<file path="src/rtl/memory_arbiter.sv">
// Round-robin arbiter for the shared memory port: one owner at a time, grant held until
// release, one dead turnaround cycle between owners. Define ARB_TIMEOUT_EN to enable the hold limit.
module memory_arbiter #(
  parameter int p        = 4,
  parameter int MAX_HOLD = 64
) (
  input  logic                        i_Clock,
  input  logic                        i_Reset,
  input  logic [p:0]                  i_Request,
  output logic [p:0]                  o_Grant,
  output logic [$clog2(p+1)-1:0]      o_Grant_Index,
  output logic                        o_Busy,
  output logic                        o_Timeout
);
  localparam int N  = p + 1;
  localparam int IW = $clog2(N);
  localparam int HW = $clog2(MAX_HOLD + 1);

  typedef enum logic [1:0] {S_IDLE, S_GRANTED, S_TURNAROUND} state_t;

  state_t          state_q, state_d;
  logic [N-1:0]    grant_q, grant_d;
  logic [IW-1:0]   idx_q, idx_d;
  logic [IW-1:0]   ptr_q, ptr_d;
  logic [HW-1:0]   hold_q, hold_d;
  logic            busy_q, busy_d;
  logic            tmo_q, tmo_d;

  logic            found;
  logic [IW-1:0]   pick;
  logic [IW:0]     cand;
  logic [IW-1:0]   next_ptr;

  // First requester at or after the pointer, searching upward modulo N.
  always_comb begin
    found = 1'b0;
    pick  = '0;
    cand  = '0;
    for (int i = 0; i < N; i++) begin
      cand = {1'b0, ptr_q} + (IW+1)'(i);
      if (cand >= (IW+1)'(N)) cand = cand - (IW+1)'(N);
      if (!found && i_Request[cand[IW-1:0]]) begin
        found = 1'b1;
        pick  = cand[IW-1:0];
      end
    end
  end

  assign next_ptr = (idx_q == IW'(N-1)) ? '0 : idx_q + 1'b1;

  always_comb begin
    state_d = state_q;
    grant_d = grant_q;
    idx_d   = idx_q;
    ptr_d   = ptr_q;
    hold_d  = hold_q;
    busy_d  = busy_q;
    tmo_d   = 1'b0;
    case (state_q)
      S_IDLE: begin
        if (found) begin
          grant_d = N'(1) << pick;
          idx_d   = pick;
          busy_d  = 1'b1;
          hold_d  = '0;
          state_d = S_GRANTED;
        end
      end
      S_GRANTED: begin
        hold_d = (hold_q == HW'(MAX_HOLD)) ? hold_q : hold_q + 1'b1;
        if (!i_Request[idx_q]) begin
          grant_d = '0;
          busy_d  = 1'b0;
          ptr_d   = next_ptr;
          state_d = S_TURNAROUND;
        end
`ifdef ARB_TIMEOUT_EN
        // Revoke on the edge where the counter reaches MAX_HOLD: grant was high MAX_HOLD cycles.
        else if (hold_q == HW'(MAX_HOLD-1)) begin
          grant_d = '0;
          busy_d  = 1'b0;
          ptr_d   = next_ptr;
          tmo_d   = 1'b1;
          state_d = S_TURNAROUND;
        end
`endif
      end
      S_TURNAROUND: state_d = S_IDLE;
      default:      state_d = S_IDLE;
    endcase
  end

  always_ff @(posedge i_Clock) begin
    if (i_Reset) begin
      state_q <= S_IDLE;
      grant_q <= '0;
      idx_q   <= '0;
      ptr_q   <= '0;
      hold_q  <= '0;
      busy_q  <= 1'b0;
      tmo_q   <= 1'b0;
    end else begin
      state_q <= state_d;
      grant_q <= grant_d;
      idx_q   <= idx_d;
      ptr_q   <= ptr_d;
      hold_q  <= hold_d;
      busy_q  <= busy_d;
      tmo_q   <= tmo_d;
    end
  end

  assign o_Grant       = grant_q;
  assign o_Grant_Index = idx_q;
  assign o_Busy        = busy_q;
`ifdef ARB_TIMEOUT_EN
  assign o_Timeout     = tmo_q;
`else
  assign o_Timeout     = 1'b0;
`endif
endmodule

</file>
<file path="config.mk">
export PLATFORM = sky130hd
export DESIGN_NAME = memory_arbiter
export DESIGN_NICKNAME = d
export VERILOG_FILES = /design/src/rtl/memory_arbiter.sv
export SDC_FILE = /design/constraint.sdc
export NUM_CORES = 1
export LEC_CHECK = 0
export BUFFER_PORTS_ARGS = -buffer_cell sky130_fd_sc_hd__buf_2
export CORE_ASPECT_RATIO = 0.7
export CORE_UTILIZATION = 42
export DETAILED_ROUTE_END_ITERATION = 8
export HOLD_SLACK_MARGIN = 0.08
export PLACE_DENSITY = 0.66
export SYNTH_ARGS = -nofsm -noshare
export SYNTH_HDL_FRONTEND = slang
export SYNTH_SLANG_ARGS = --single-unit
</file>
<file path="constraint.sdc">
create_clock -name i_Clock -period 3.1 [get_ports i_Clock]
set_clock_uncertainty 0.05 [all_clocks]
set_input_delay 0.31 -clock i_Clock [delete_from_list [all_inputs] [get_ports i_Clock]]
set_output_delay 0.31 -clock i_Clock [all_outputs]
set_load 0.01 [all_outputs]
</file>
# After elaboration in Yosys (flattened, before gate mapping)
# Cells that the tools add are included.
# Widths: inputs -> output; s select.
[totals] reg_bits=14 latch_bits=0 ramBits=0 romBits=0 inputBits=7 output_inout_bits=10 elab_cells=83 mem_count=0
[classes] n_addsub=10 n_mul=0 n_div=0 n_lt_le_gt_ge=11 n_eq_ne=4 shifts=1 muxes=37 bitwise_logic=1 n_reduce_logical=14
[ops] operator="$mux 3" n=11
[ops] operator="$lt 3x4->1 const B" n=6
[ops] operator="$bmux 1 s3" n=6
[ops] operator="$ge 4x3->1 const B" n=4
[ops] operator="$sub 3x3->3 const B" n=5
[ops] operator="$mux 1" n=13
[ops] operator="$mux 5" n=2
[ops] operator="$pmux 5 s2" n=1
[ops] operator="$add 3x2->4 const B" n=2
[ops] operator="$reduce_and 2->1" n=3
[ops] operator="$shl 1x3->5 const A" n=1
[ops] operator="$add 3x1->4 const B" n=1
[ops] operator="$add 3x3->4 const B" n=1
[ops] operator="$logic_and 1x1->1" n=4
[ops] operator="$logic_not 1->1" n=4
[ops] operator="$mux 2" n=2
[ops] operator="$ne 2x2->1 const B" n=2
[ops] operator="$pmux 2 s2" n=1
[ops] operator="$add 3x1->3 const B" n=1
[ops] operator="$eq 3x3->1 const B" n=1
[ops] operator="$ge 3x3->1 const B" n=1
[ops] operator="$reduce_and 3->1" n=1
[ops] operator="$eq 2x1->1 const B" n=1
[ops] operator="$logic_not 2->1" n=1
[ops] operator="other kinds (3)" n=3

# Logic depth before layout (Yosys ltp)
[depth] ltp_word=20 depth_mapped=15 mapped_depth_nobuf=13

# Worst setup path after synthesis
# Ideal clock, no wire load.
[synth_path] path_kind="register -> register" startpoint="reg ptr_q[1]" endpoint="reg grant_q[4], in the netlist o_Grant[4]" setup_time_ns=0.070 t_arrival_ns=3.276 required_ns=2.980 setup_slack_ns=-0.296 path_stages_with_launch=13 n_path_buf=1 synth_period_minus_slack_ns=3.396 cell_sequence="dfxtp_1 -> clkbuf_1 -> inv_1 -> ha_1 -> ha_1 -> o21ai_2 -> mux2i_1 -> mux4_2 -> a22oi_2 -> mux2i_1 -> a221o_1 -> a31oi_1 -> a21boi_1"
[synth_between] elab_chain_len=20 elab_cells_between_ends=52 cone_classes="9 x add/sub; 5 x order compare; 1 x eq/ne; 1 x shift; 27 x mux; 9 x reduce/logical"
[synth_lines] element="from (decl)" line_no="24" rtl="logic [IW-1:0] ptr_q, ptr_d;"
[synth_lines] element="from (signal assigned)" line_no="106" rtl="ptr_q <= ptr_d;"
[synth_lines] element="branches (longest 20 deep; another with $add 3x1->4)"
[synth_lines] element="to (signal assigned)" line_no="104" rtl="grant_q <= grant_d;"
[synth_lines] element="to (decl)" line_no="22" rtl="logic [N-1:0] grant_q, grant_d;"
# Several ways; the timed one is not identified. The select of a mux whose other input is x is not followed.
# A chain may end at the register's enable or synchronous reset.

# Final worst setup path
[layout_path] startpoint="reg ptr_q[0]" endpoint="reg grant_q[4], in the netlist o_Grant[4]"
# Same word-level chain as after synthesis.

==> impl_metrics.csv <==
group,metric,value,unit
min_path,hp-class,"in -> reg",
critical_path,crit_fanout,4,
global_routing,grt_pass1_wl,8.45,mm
clock_network,root_buffer,"clkbuf_8",
clock_network,numCtsBuffers,3,
clock_network,ctsHoldBuffers,0,
pwr,power_frac_comb,0.841,
run_status,status,"finished, final reports clean",
sta,finalMaxSlewViolations,0,
floorplan,design.core.area,0.00392,mm2
global_routing,grt_max_degree,13,
global_routing,grtUsageMet3,0.0430,
clock_network,cts_tree,"done",
place,numPortBuffers,15,
pwr,sw_frac_of_total,0.473,
global_routing,grt_pass1_vias,1730,
flow_run,drv_cap,0,
final_layout,area_growth,43.3,%
synth,synth_top_area_frac,0.163,
detailed_routing,drt_wl_total,5.55,mm
detailed_routing,routed_via_density,6.05,
sta,rsz0062_at_grt,"true",
floorplan,io-pin-count,17,
final_layout,nNetsFinal,292,
floorplan,rows,19,
sta,fin_crit_sh,0.994,
sta,final-setup-viol-count,0,
global_routing,met1_usage,0.383,
floorplan,start_util,0.439,
place,place_hpwl,3.76,mm
place,dp_cells,312,
sta,period_needed,3.08,ns
synth,synthMostInstantiatedCell,"nand2_1",
synth,syn-num-nets,240,
clock_network,clk_path_buf_depth,2,
pwr,pwr-share-clk,0.060,
place,dp_slack,-0.106,ns
floorplan,dieArea,0.00436,mm2
pwr,p_leak,0.976,nW
synth,netlist_top_cells_count,"nand2_1, a21oi_1, dfxtp_1",
pwr,irDropWorstVdd,675,uV
detailed_routing,drc,0,
sta,tightest_slew,0.753,ns
synth,synth-seq-area-share,0.163,
synth,synth-edff-count,0,
global_routing,antenna_found_initial,0,
critical_path,worstPathRequired,3.23,ns
sta,max_freq,324,MHz
detailed_routing,ant_nets,0,
detailed_routing,vias,1967,
final_layout,post_layout_nonfiller_instances,325,
clock_network,cts_max_level,1,
pwr,p_int,1.60,mW
sta,slew-limit-headroom,0.497,
synth,synth-main-ff-cell,"dfxtp_1",
final_layout,num_antenna_cells,0,
detailed_routing,drt_iter0_markers,151,
final_layout,fill_cells,348,
synth,synth_area_leaders,"dfxtp_1, ha_1, a21oi_1",
pwr,p_sw,1.44,mW
pwr,p_seq_frac,0.099,
pwr,total_power,3.05,mW
synth,syn_avg_cell_area,7.75,um2
sta,hold_viol_final,0,
synth,yosys_warnings,0,
place,gp_congestion,0.901,
final_layout,drive_gt1_frac,0.495,
critical_path,critPathKind,"reg -> reg",
global_routing,grt_use_met2,0.350,
synth,syn_inst,222,
clock_network,insertion_delay,0.25,ns
global_routing,busiest_layer,"met1",
synth,ys_types,64,
synth,synth.ff_latch_count,14,
detailed_routing,wire_per_inst,17.1,um
clock_network,cts_sinks,14,
detailed_routing,dr.pass1.iters,5,
critical_path,arrival,3.22,ns
synth,synth.largest_area_cell,"dfxtp_1",
pwr,powerDensity,1240,mW/mm2
sta,setup_tns,0,ns
global_routing,grt.total_usage,0.244,
sta,fin_ws,0.0176,ns
floorplan,die_height,55.5,um
clock_network,clk_pin_slew,0.06,ns
final_layout,finalCoreUtilization,0.629,
critical_path,critPathCaptureType,"register",
critical_path,setup.worst_path.start_class,"register",
synth,synth_area,0.00172,mm2
floorplan,die_x,78.5,um
synth,synthArstFlopShare,0,
global_routing,grt_remaining_overflow,0,
cell families (layout without fill, tap and decap cells):
group | after synthesis | after routing | share of synthesized area
buf+inv | 25 | 76 | 0.0684
xor+xnor | 5 | 5 | 0.0255
simple gates | 70 | 70 | 0.221
flops | 14 | 14 | 0.163
mux | 11 | 11 | 0.0793
fa+ha+maj | 11 | 11 | 0.0844
other cells | 1 | 1 | 0.00218
compound gates | 85 | 85 | 0.356
path summary, 6_finish.rpt:
path	to	slack (ns)	cells past startpoint	from
setup / recovery	o_Grant[4]$_SDFFE_PP0P_	0.02	12	ptr_q[0]$_SDFFE_PP0P_
hold / removal	ptr_q[2]$_SDFFE_PP0P_	0.36	2	i_Reset
setup reg to reg	o_Grant[4]$_SDFFE_PP0P_	0.02	12	ptr_q[0]$_SDFFE_PP0P_
hold reg to reg	o_Busy$_SDFFE_PP0P_	0.41	2	o_Busy$_SDFFE_PP0P_
through the flow:
step	hold slack, ns	area (um2)
2_1_floorplan	0.427	1780
3_3_place_gp	0.385	2100
3_5_place_dp	0.394	2100
4_1_cts	0.338	2210
5_1_grt	0.358	2470
6_report	0.357	2470
worst max-delay path: stages, from the launching register on:
cell	delay (ns)
dfxtp_4	0.36
inv_4	0.04
buf_6	0.11
ha_4	0.16
ha_4	0.27
a2111oi_4	0.49
o2111ai_2	0.18
a31o_4	0.26
a211oi_2	0.19
o21ai_1	0.09
a221o_1	0.38
a31oi_2	0.25
a21boi_2	0.18
sequential cells by signal, indices dropped and copies added, names as in the netlist:
| register | count |
|---|---|
| o_Grant_Index | 3 |
| o_Grant | 5 |
| ptr_q | 3 |
| o_Busy | 1 |
| state_q | 2 |
placed cells by master (no fill, tap or decap), types with 3 or more instances in the layout:
| master | instances |
|---|---|
| a211oi_1 | 3 |
| a211oi_2 | 3 |
| a21o_1 | 4 |
| a21oi_1 | 18 |
| a21oi_2 | 5 |
| buf_2 | 15 |
| buf_4 | 44 |
| clkbuf_8 | 4 |
| dfxtp_1 | 11 |
| ha_2 | 5 |
| ha_4 | 3 |
| inv_1 | 8 |
| inv_2 | 3 |
| mux2i_1 | 6 |
| nand2_1 | 24 |
| nand3_1 | 4 |
| nand3b_1 | 3 |
| nor2_1 | 8 |
| nor2b_1 | 3 |
| nor3_1 | 3 |
| nor3_2 | 3 |
| o21a_1 | 3 |
| o21ai_0 | 9 |
| o21ai_1 | 4 |
| o31ai_2 | 4 |
| xnor2_1 | 3 |
metal layers:
metal  wire length, um  vias up
met5                 0        -
met4                 9        0
met3               350        2
met2              2490       82
met1              2690      949
li1                  -      934
area by class of cell:
type,count,area [um2],area share
Multi-Input combinational cell,183,1590,0.646
Timing Repair Buffer,60,417,0.169
Sequential cell,14,289,0.117
Tap cell,52,65.1,0.0264
Clock buffer,4,55.1,0.0223
Inverter,12,47.5,0.0193
timing repair:
action	4_1_cts	5_1_grt
pin swaps	4	23
buffers inserted	1	8
resized for setup	11	46
endpoints found under the setup margin	8	10
power by group through the flow:
stage | Combinational [mW] | Sequential [mW] | Clock [mW]
finish | 2.56 | 0.302 | 0.182
global route | 2.75 | 0.313 | 0.192
CTS | 2.07 | 0.299 | 0.184
detailed placement | 1.98 | 0.300 | 0
global placement | 1.97 | 0.299 | 0
floorplan | 1.36 | 0.308 | 0
Power figures use the tool's default switching activity.
